[src/rtl/serial_rx_param_if.sv]
// Receiver port bundle: serial line in, received word and status strobes out.
interface serial_rx_param_if #(
  parameter int unsigned DATA_WIDTH = 8
);
  logic                  rxd;
  logic [DATA_WIDTH-1:0] word;
  logic                  word_on_line;
  logic                  parity_err;
  logic                  frame_err;
  logic                  busy;

  // Receiver side: samples the line, presents the word and strobes.
  modport master (
    input  rxd,
    output word, word_on_line, parity_err, frame_err, busy
  );

  // Consumer side: drives the line, captures the word on its strobe.
  modport slave (
    output rxd,
    input  word, word_on_line, parity_err, frame_err, busy
  );
endinterface

[src/rtl/serial_rx_param.sv]
// Parametrised asynchronous serial receiver: rxd synchroniser, mid-bit
// oversampled framing with false-start rejection, optional parity and
// stop-bit checking. Each accepted word is announced by a one-cycle strobe.
module serial_rx_param #(
  parameter int unsigned DATA_WIDTH   = 8,
  parameter int unsigned CLKS_PER_BIT = 16,
  parameter int unsigned MSB_FIRST    = 1,
  parameter int unsigned PARITY       = 0,
  parameter int unsigned SYNC_STAGES  = 2
) (
  input  logic              clk,
  input  logic              rst,
  serial_rx_param_if.master rx
);

  localparam int unsigned   CW       = $clog2(CLKS_PER_BIT);
  localparam int unsigned   IW       = $clog2(DATA_WIDTH + 1);
  localparam logic [CW-1:0] CNT_LAST = CW'(CLKS_PER_BIT - 1);
  localparam logic [CW-1:0] CNT_HALF = CW'(CLKS_PER_BIT / 2 - 1);
  localparam logic [IW-1:0] IDX_LAST = IW'(DATA_WIDTH - 1);

  typedef enum logic [2:0] {
    S_IDLE,
    S_START,
    S_DATA,
    S_PARITY,
    S_STOP,
    S_BREAK
  } state_t;

  logic [SYNC_STAGES-1:0] sync_q, sync_d;
  logic                   rxs;
  state_t                 state_q, state_d;
  logic [CW-1:0]          cnt_q, cnt_d;
  logic [IW-1:0]          idx_q, idx_d;
  logic [DATA_WIDTH-1:0]  shift_q, shift_d;
  logic [DATA_WIDTH-1:0]  word_q, word_d;
  logic                   perr_q, perr_d;      // parity verdict of the frame in flight
  logic                   wol_q, wol_d;
  logic                   perr_out_q, perr_out_d;
  logic                   ferr_q, ferr_d;
  logic                   busy_q, busy_d;

  assign rxs = sync_q[SYNC_STAGES-1];

  // rxd synchroniser: shift the raw pin through SYNC_STAGES flops.
  always_comb begin
    sync_d = {sync_q[SYNC_STAGES-2:0], rx.rxd};
  end

  // Framing FSM: next state, counters, shift register and output strobes.
  always_comb begin
    state_d    = state_q;
    cnt_d      = cnt_q;
    idx_d      = idx_q;
    shift_d    = shift_q;
    perr_d     = perr_q;
    word_d     = word_q;
    wol_d      = 1'b0;
    perr_out_d = 1'b0;
    ferr_d     = 1'b0;
    unique case (state_q)
      S_IDLE: begin
        if (!rxs) begin
          state_d = S_START;
          cnt_d   = '0;
        end
      end
      // Half a bit into the start bit: confirm it is still low, which also
      // places every later sample at a bit centre.
      S_START: begin
        if (cnt_q == CNT_HALF) begin
          cnt_d = '0;
          idx_d = '0;
          state_d = rxs ? S_IDLE : S_DATA;
        end else begin
          cnt_d = cnt_q + CW'(1);
        end
      end
      S_DATA: begin
        if (cnt_q == CNT_LAST) begin
          cnt_d = '0;
          idx_d = idx_q + IW'(1);
          // Shift-then-insert keeps DATA_WIDTH==1 legal (no empty slices).
          if (MSB_FIRST != 0) begin
            shift_d    = shift_q << 1;
            shift_d[0] = rxs;
          end else begin
            shift_d                 = shift_q >> 1;
            shift_d[DATA_WIDTH-1]   = rxs;
          end
          if (idx_q == IDX_LAST) begin
            state_d = (PARITY != 0) ? S_PARITY : S_STOP;
          end
        end else begin
          cnt_d = cnt_q + CW'(1);
        end
      end
      S_PARITY: begin
        if (cnt_q == CNT_LAST) begin
          cnt_d   = '0;
          perr_d  = (PARITY == 2) ? ~(^shift_q ^ rxs) : (^shift_q ^ rxs);
          state_d = S_STOP;
        end else begin
          cnt_d = cnt_q + CW'(1);
        end
      end
      S_STOP: begin
        if (cnt_q == CNT_LAST) begin
          cnt_d = '0;
          if (rxs) begin
            word_d     = shift_q;
            wol_d      = 1'b1;
            perr_out_d = (PARITY != 0) ? perr_q : 1'b0;
            state_d    = S_IDLE;
          end else begin
            ferr_d  = 1'b1;
            state_d = S_BREAK;
          end
        end else begin
          cnt_d = cnt_q + CW'(1);
        end
      end
      // Held-low line after a framing error: wait for idle before rearming.
      S_BREAK: begin
        if (rxs) begin
          state_d = S_IDLE;
        end
      end
      default: begin
        state_d = S_IDLE;
      end
    endcase
    busy_d = (state_d != S_IDLE);
  end

  // Register synchroniser, FSM state, datapath and all outputs.
  always_ff @(posedge clk or negedge rst) begin
    if (!rst) begin
      sync_q     <= '1;
      state_q    <= S_IDLE;
      cnt_q      <= '0;
      idx_q      <= '0;
      shift_q    <= '0;
      perr_q     <= 1'b0;
      word_q     <= '0;
      wol_q      <= 1'b0;
      perr_out_q <= 1'b0;
      ferr_q     <= 1'b0;
      busy_q     <= 1'b0;
    end else begin
      sync_q     <= sync_d;
      state_q    <= state_d;
      cnt_q      <= cnt_d;
      idx_q      <= idx_d;
      shift_q    <= shift_d;
      perr_q     <= perr_d;
      word_q     <= word_d;
      wol_q      <= wol_d;
      perr_out_q <= perr_out_d;
      ferr_q     <= ferr_d;
      busy_q     <= busy_d;
    end
  end

  assign rx.word         = word_q;
  assign rx.word_on_line = wol_q;
  assign rx.parity_err   = perr_out_q;
  assign rx.frame_err    = ferr_q;
  assign rx.busy         = busy_q;

endmodule

[src/flat_wrapper.sv]
// flat-port wrapper written by rule: the top's interface ports become plain ports
module serial_rx_param_flat 
#(
  parameter int unsigned DATA_WIDTH   = 8,
  parameter int unsigned CLKS_PER_BIT = 16,
  parameter int unsigned MSB_FIRST    = 1,
  parameter int unsigned PARITY       = 0,
  parameter int unsigned SYNC_STAGES  = 2
)
  (clk, rst, rx_rxd, rx_word, rx_word_on_line, rx_parity_err, rx_frame_err, rx_busy);
  serial_rx_param_if #(.DATA_WIDTH(DATA_WIDTH)) rx_i ();
  input  logic clk;
  input  logic rst;
  input wire logic [$bits(rx_i.rxd)-1:0] rx_rxd;
  output wire logic [$bits(rx_i.word)-1:0] rx_word;
  output wire logic [$bits(rx_i.word_on_line)-1:0] rx_word_on_line;
  output wire logic [$bits(rx_i.parity_err)-1:0] rx_parity_err;
  output wire logic [$bits(rx_i.frame_err)-1:0] rx_frame_err;
  output wire logic [$bits(rx_i.busy)-1:0] rx_busy;
  assign rx_i.rxd = rx_rxd;
  assign rx_word = rx_i.word;
  assign rx_word_on_line = rx_i.word_on_line;
  assign rx_parity_err = rx_i.parity_err;
  assign rx_frame_err = rx_i.frame_err;
  assign rx_busy = rx_i.busy;
  serial_rx_param #(.DATA_WIDTH(DATA_WIDTH), .CLKS_PER_BIT(CLKS_PER_BIT), .MSB_FIRST(MSB_FIRST), .PARITY(PARITY), .SYNC_STAGES(SYNC_STAGES)) u_core (.clk(clk), .rst(rst), .rx(rx_i));
endmodule
[config.mk]
export PLATFORM = sky130hd
export DESIGN_NAME = serial_rx_param_flat
export DESIGN_NICKNAME = d
export VERILOG_FILES = /design/src/rtl/serial_rx_param_if.sv /design/src/rtl/serial_rx_param.sv /design/src/flat_wrapper.sv
export SDC_FILE = /design/constraint.sdc
export NUM_CORES = 1
export LEC_CHECK = 0
export ABC_AREA = 0
export CORE_MARGIN = 1
export CORE_UTILIZATION = 59
export DETAILED_ROUTE_END_ITERATION = 8
export PLACE_DENSITY_LB_ADDON = 0.25
export SKIP_CTS_REPAIR_TIMING = 1
export SLEW_MARGIN = 20
export SYNTH_ARGS = -nofsm -noshare
export SYNTH_HDL_FRONTEND = slang
export SYNTH_SLANG_ARGS = --single-unit
[constraint.sdc]
create_clock -name clk -period 4.4 [get_ports clk]
set_input_delay 1.1 -clock clk [delete_from_list [all_inputs] [get_ports clk]]
set_output_delay 1.1 -clock clk [all_outputs]
set_load 0.1 [all_outputs]
==> reports/metrics.yaml <==
synth_enable_flop_cells: 0
track_usage_pct: 23.93
gp_congestion: 0.8582
p_switching_w: 0.0003240
ys_seq_area_share_pct: 53.37
cts.sinks: 32
syn-cell-area_um2: 1505
cp_max_fo: 2
yosys.area.top_type_share_pct: 49.88
worstHoldPathType: "register to register"
fill_cells: 176
synth_nets: 161
cp_num_buf_inv: 1
dpl.hpwl_um: 1915
layout_common_cells: "nand2_1 (36), dfrtp_1 (30), clkdlybuf4s50_1 (13)"
grt_max_degree: 33
leakage_nw: 0.7939
vdd_ir_drop_max_v: 0.0005223
tightest_slew_ps: 972.3
ys_types: 42
finalHoldViolCount: 0
cts_made_buffers: 5
drc: 0
fin_skew_ps: 8.648
clockBufferDepth: 2
routedWlPerCell_um: 14.23
setup_violations: 0
htreeDepth: 2
switching_share_pct: 36.24
finalMaxSlewViolations: 0
slowest_delay_ps: 1130
start_util_pct: 65.52
critPathRequiredTime_ps: 3300
fmax_ghz: 0.3430
grt_pass1_wl_um: 4678
via_count: 1168
crit_family: "buffers and inverters"
crit_type: "register to output pin"
slew_headroom_pct: 34.98
yosys_register_bits: 32
die_h_um: 52.51
core-area_um2: 2297
layout_commonest_cell: "nand2_1"
yosys_most_used_dff: "dfrtp_1"
clock_power_share_pct: 23.9
io_buffer_count: 13
syn_area_per_cell_um2: 9.649
pin_count: 15
critPathCaptureType: "output pin"
path_clk_slew_ps: 100
via_per_inst: 5.929
cp-start-kind: "register"
period_share_pct: 66.27
drtAntennaViolNets: 0
clkLatencyLatePin_ps: 320
async_reset_ff_share_pct: 100.0
cp_slowest_cell: "clkdlybuf4s50_1"
row_count: 17
cts_root_buf: "clkbuf_4"
n_antenna_cell: 0
synthToLayoutAreaGrowth_pct: 13.97
drive_gt1_share_pct: 8.284
synthesis.instances: 156
rsz0062_at_grt: "no"
total_power_w: 0.0008941
synth_top_cell_by_area: "dfrtp_1"
wl_um: 2804
nets: 173
comb_power_share_pct: 28.8
intPower_w: 0.0005700
cp_data_arrival_time_ps: 1820
firstDrtPassIters: 5
cts_tree: "yes"
final.min_clock_period_ps: 2916
seq_power_share_pct: 47.4
synth_area_leaders: "dfrtp_1 (50%), nand2_1 (9.0%), mux2_1 (6.0%)"
p_per_area_nw_per_um2: 521.2
antenna_found_initial: 0
drt_iter0_drc: 32
dieArea_um2: 2757
status: "finished clean"
grt_pass1_vias: 1078
overflow: 0
setup_tns_ps: 0
maxCapViolCount: 0
yosysWarnings: 0
worstPathCellList: "clkdlybuf4s50_1"
die_x_um: 52.51
[final timing paths]
check,startpoint,to,slack (ps),cells after the start
max,u_core.rx.word[7],rx_word[7],1480,1
min,u_core.sync_q[0],u_core.sync_q[1],360,0
max reg2reg,u_core.state_q[2],u_core.idx_q[2],2430,4
min reg2reg,u_core.sync_q[0],u_core.sync_q[1],360,0
max in group asynchronous,rst,u_core.sync_q[0],2910,2
min in group asynchronous,rst,u_core.idx_q[0],1160,2
[routing by layer]
layer | routed length (µm) | vias up | track usage, %
met5 | 0 | - | 0
met4 | 31 | 0 | 7.895
met3 | 109 | 4 | 6.957
met2 | 1406 | 24 | 39.45
met1 | 1256 | 574 | 30.00
li1 | - | 566 | -
[worst register-to-register path, delay by kind of cell (launching register included)]
kind | cells | cell delay [ps]
flip-flops | 1 | 660
AO/OA/AOI/OAI | 1 | 120
AND/OR/NAND/NOR | 3 | 1130
[sequential cells by signal (all words and copies together) (netlist names)]
name	flops
u_core.sync_q	2
u_core.rx.frame_err	1
u_core.rx.word_on_line	1
u_core.state_q	3
u_core.rx.busy	1
u_core.rx.word	8
u_core.shift_q	8
u_core.cnt_q	4
u_core.idx_q	4
[synth_stat cells (all sizes together), types with 2 or more instances]
master  count
nand2      36
dfrtp      30
a21oi       9
o21ai       9
mux2        8
clkbuf      7
nor2        7
nand3       6
a31oi       4
inv         4
nor3        3
buf         2
dfstp       2
ha          2
nand3b      2
o22ai       2
or2         2
or3b        2
[power by group through the flow]
stage                     logic [W]  registers [W]  clock network, W
after detailed placement   0.000257       0.000429                 0
after global placement     0.000235       0.000424                 0
after floorplan            0.000216       0.000403                 0
final                      0.000257       0.000423          0.000214
after global routing       0.000290       0.000433          0.000234
after CTS                  0.000258       0.000422          0.000220
[metrics by stage]
step | utilization, % | cell area (µm²) | hold slack, ps | setup slack, ps | instances
floorplan | - | 1505 | 345.2 | 2407 | 156
global placement | 71.35 | 1639 | 347.0 | 1853 | 189
detailed placement | 71.35 | 1639 | 349.1 | 1832 | 189
CTS | 74.67 | 1715 | 362.3 | 1467 | 197
global route | 74.67 | 1715 | 363.6 | 1425 | 197
finish | 74.67 | 1715 | 360.6 | 1484 | 197
[cells by family (layout without fill, tap and decap cells)]
logic type | count (synthesis) | after routing | share of synthesized area (%)
AOI/OAI and AO/OA | 36 | 36 | 15.05
adders and majority gates | 2 | 2 | 1.662
xor gates and xnor gates | 1 | 1 | 0.5820
buffers and inverters | 13 | 26 | 3.574
and+or+nand+nor | 63 | 63 | 19.54
other | 1 | 1 | 0.2491
DFF | 32 | 32 | 53.37
muxes | 8 | 8 | 5.985
[layout make-up]
class,instances,area [µm²],share of cell area [%]
multi-input combinational,111,648.1,37.78
sequential,32,803.3,46.83
clock buffer,6,41.29,2.407
timing repair buffer,14,137.6,8.023
tap,28,35.03,2.042
clock inverter,2,35.03,2.042
inverter,4,15.01,0.8753
No activity file was read; power rests on OpenSTA's default activity.
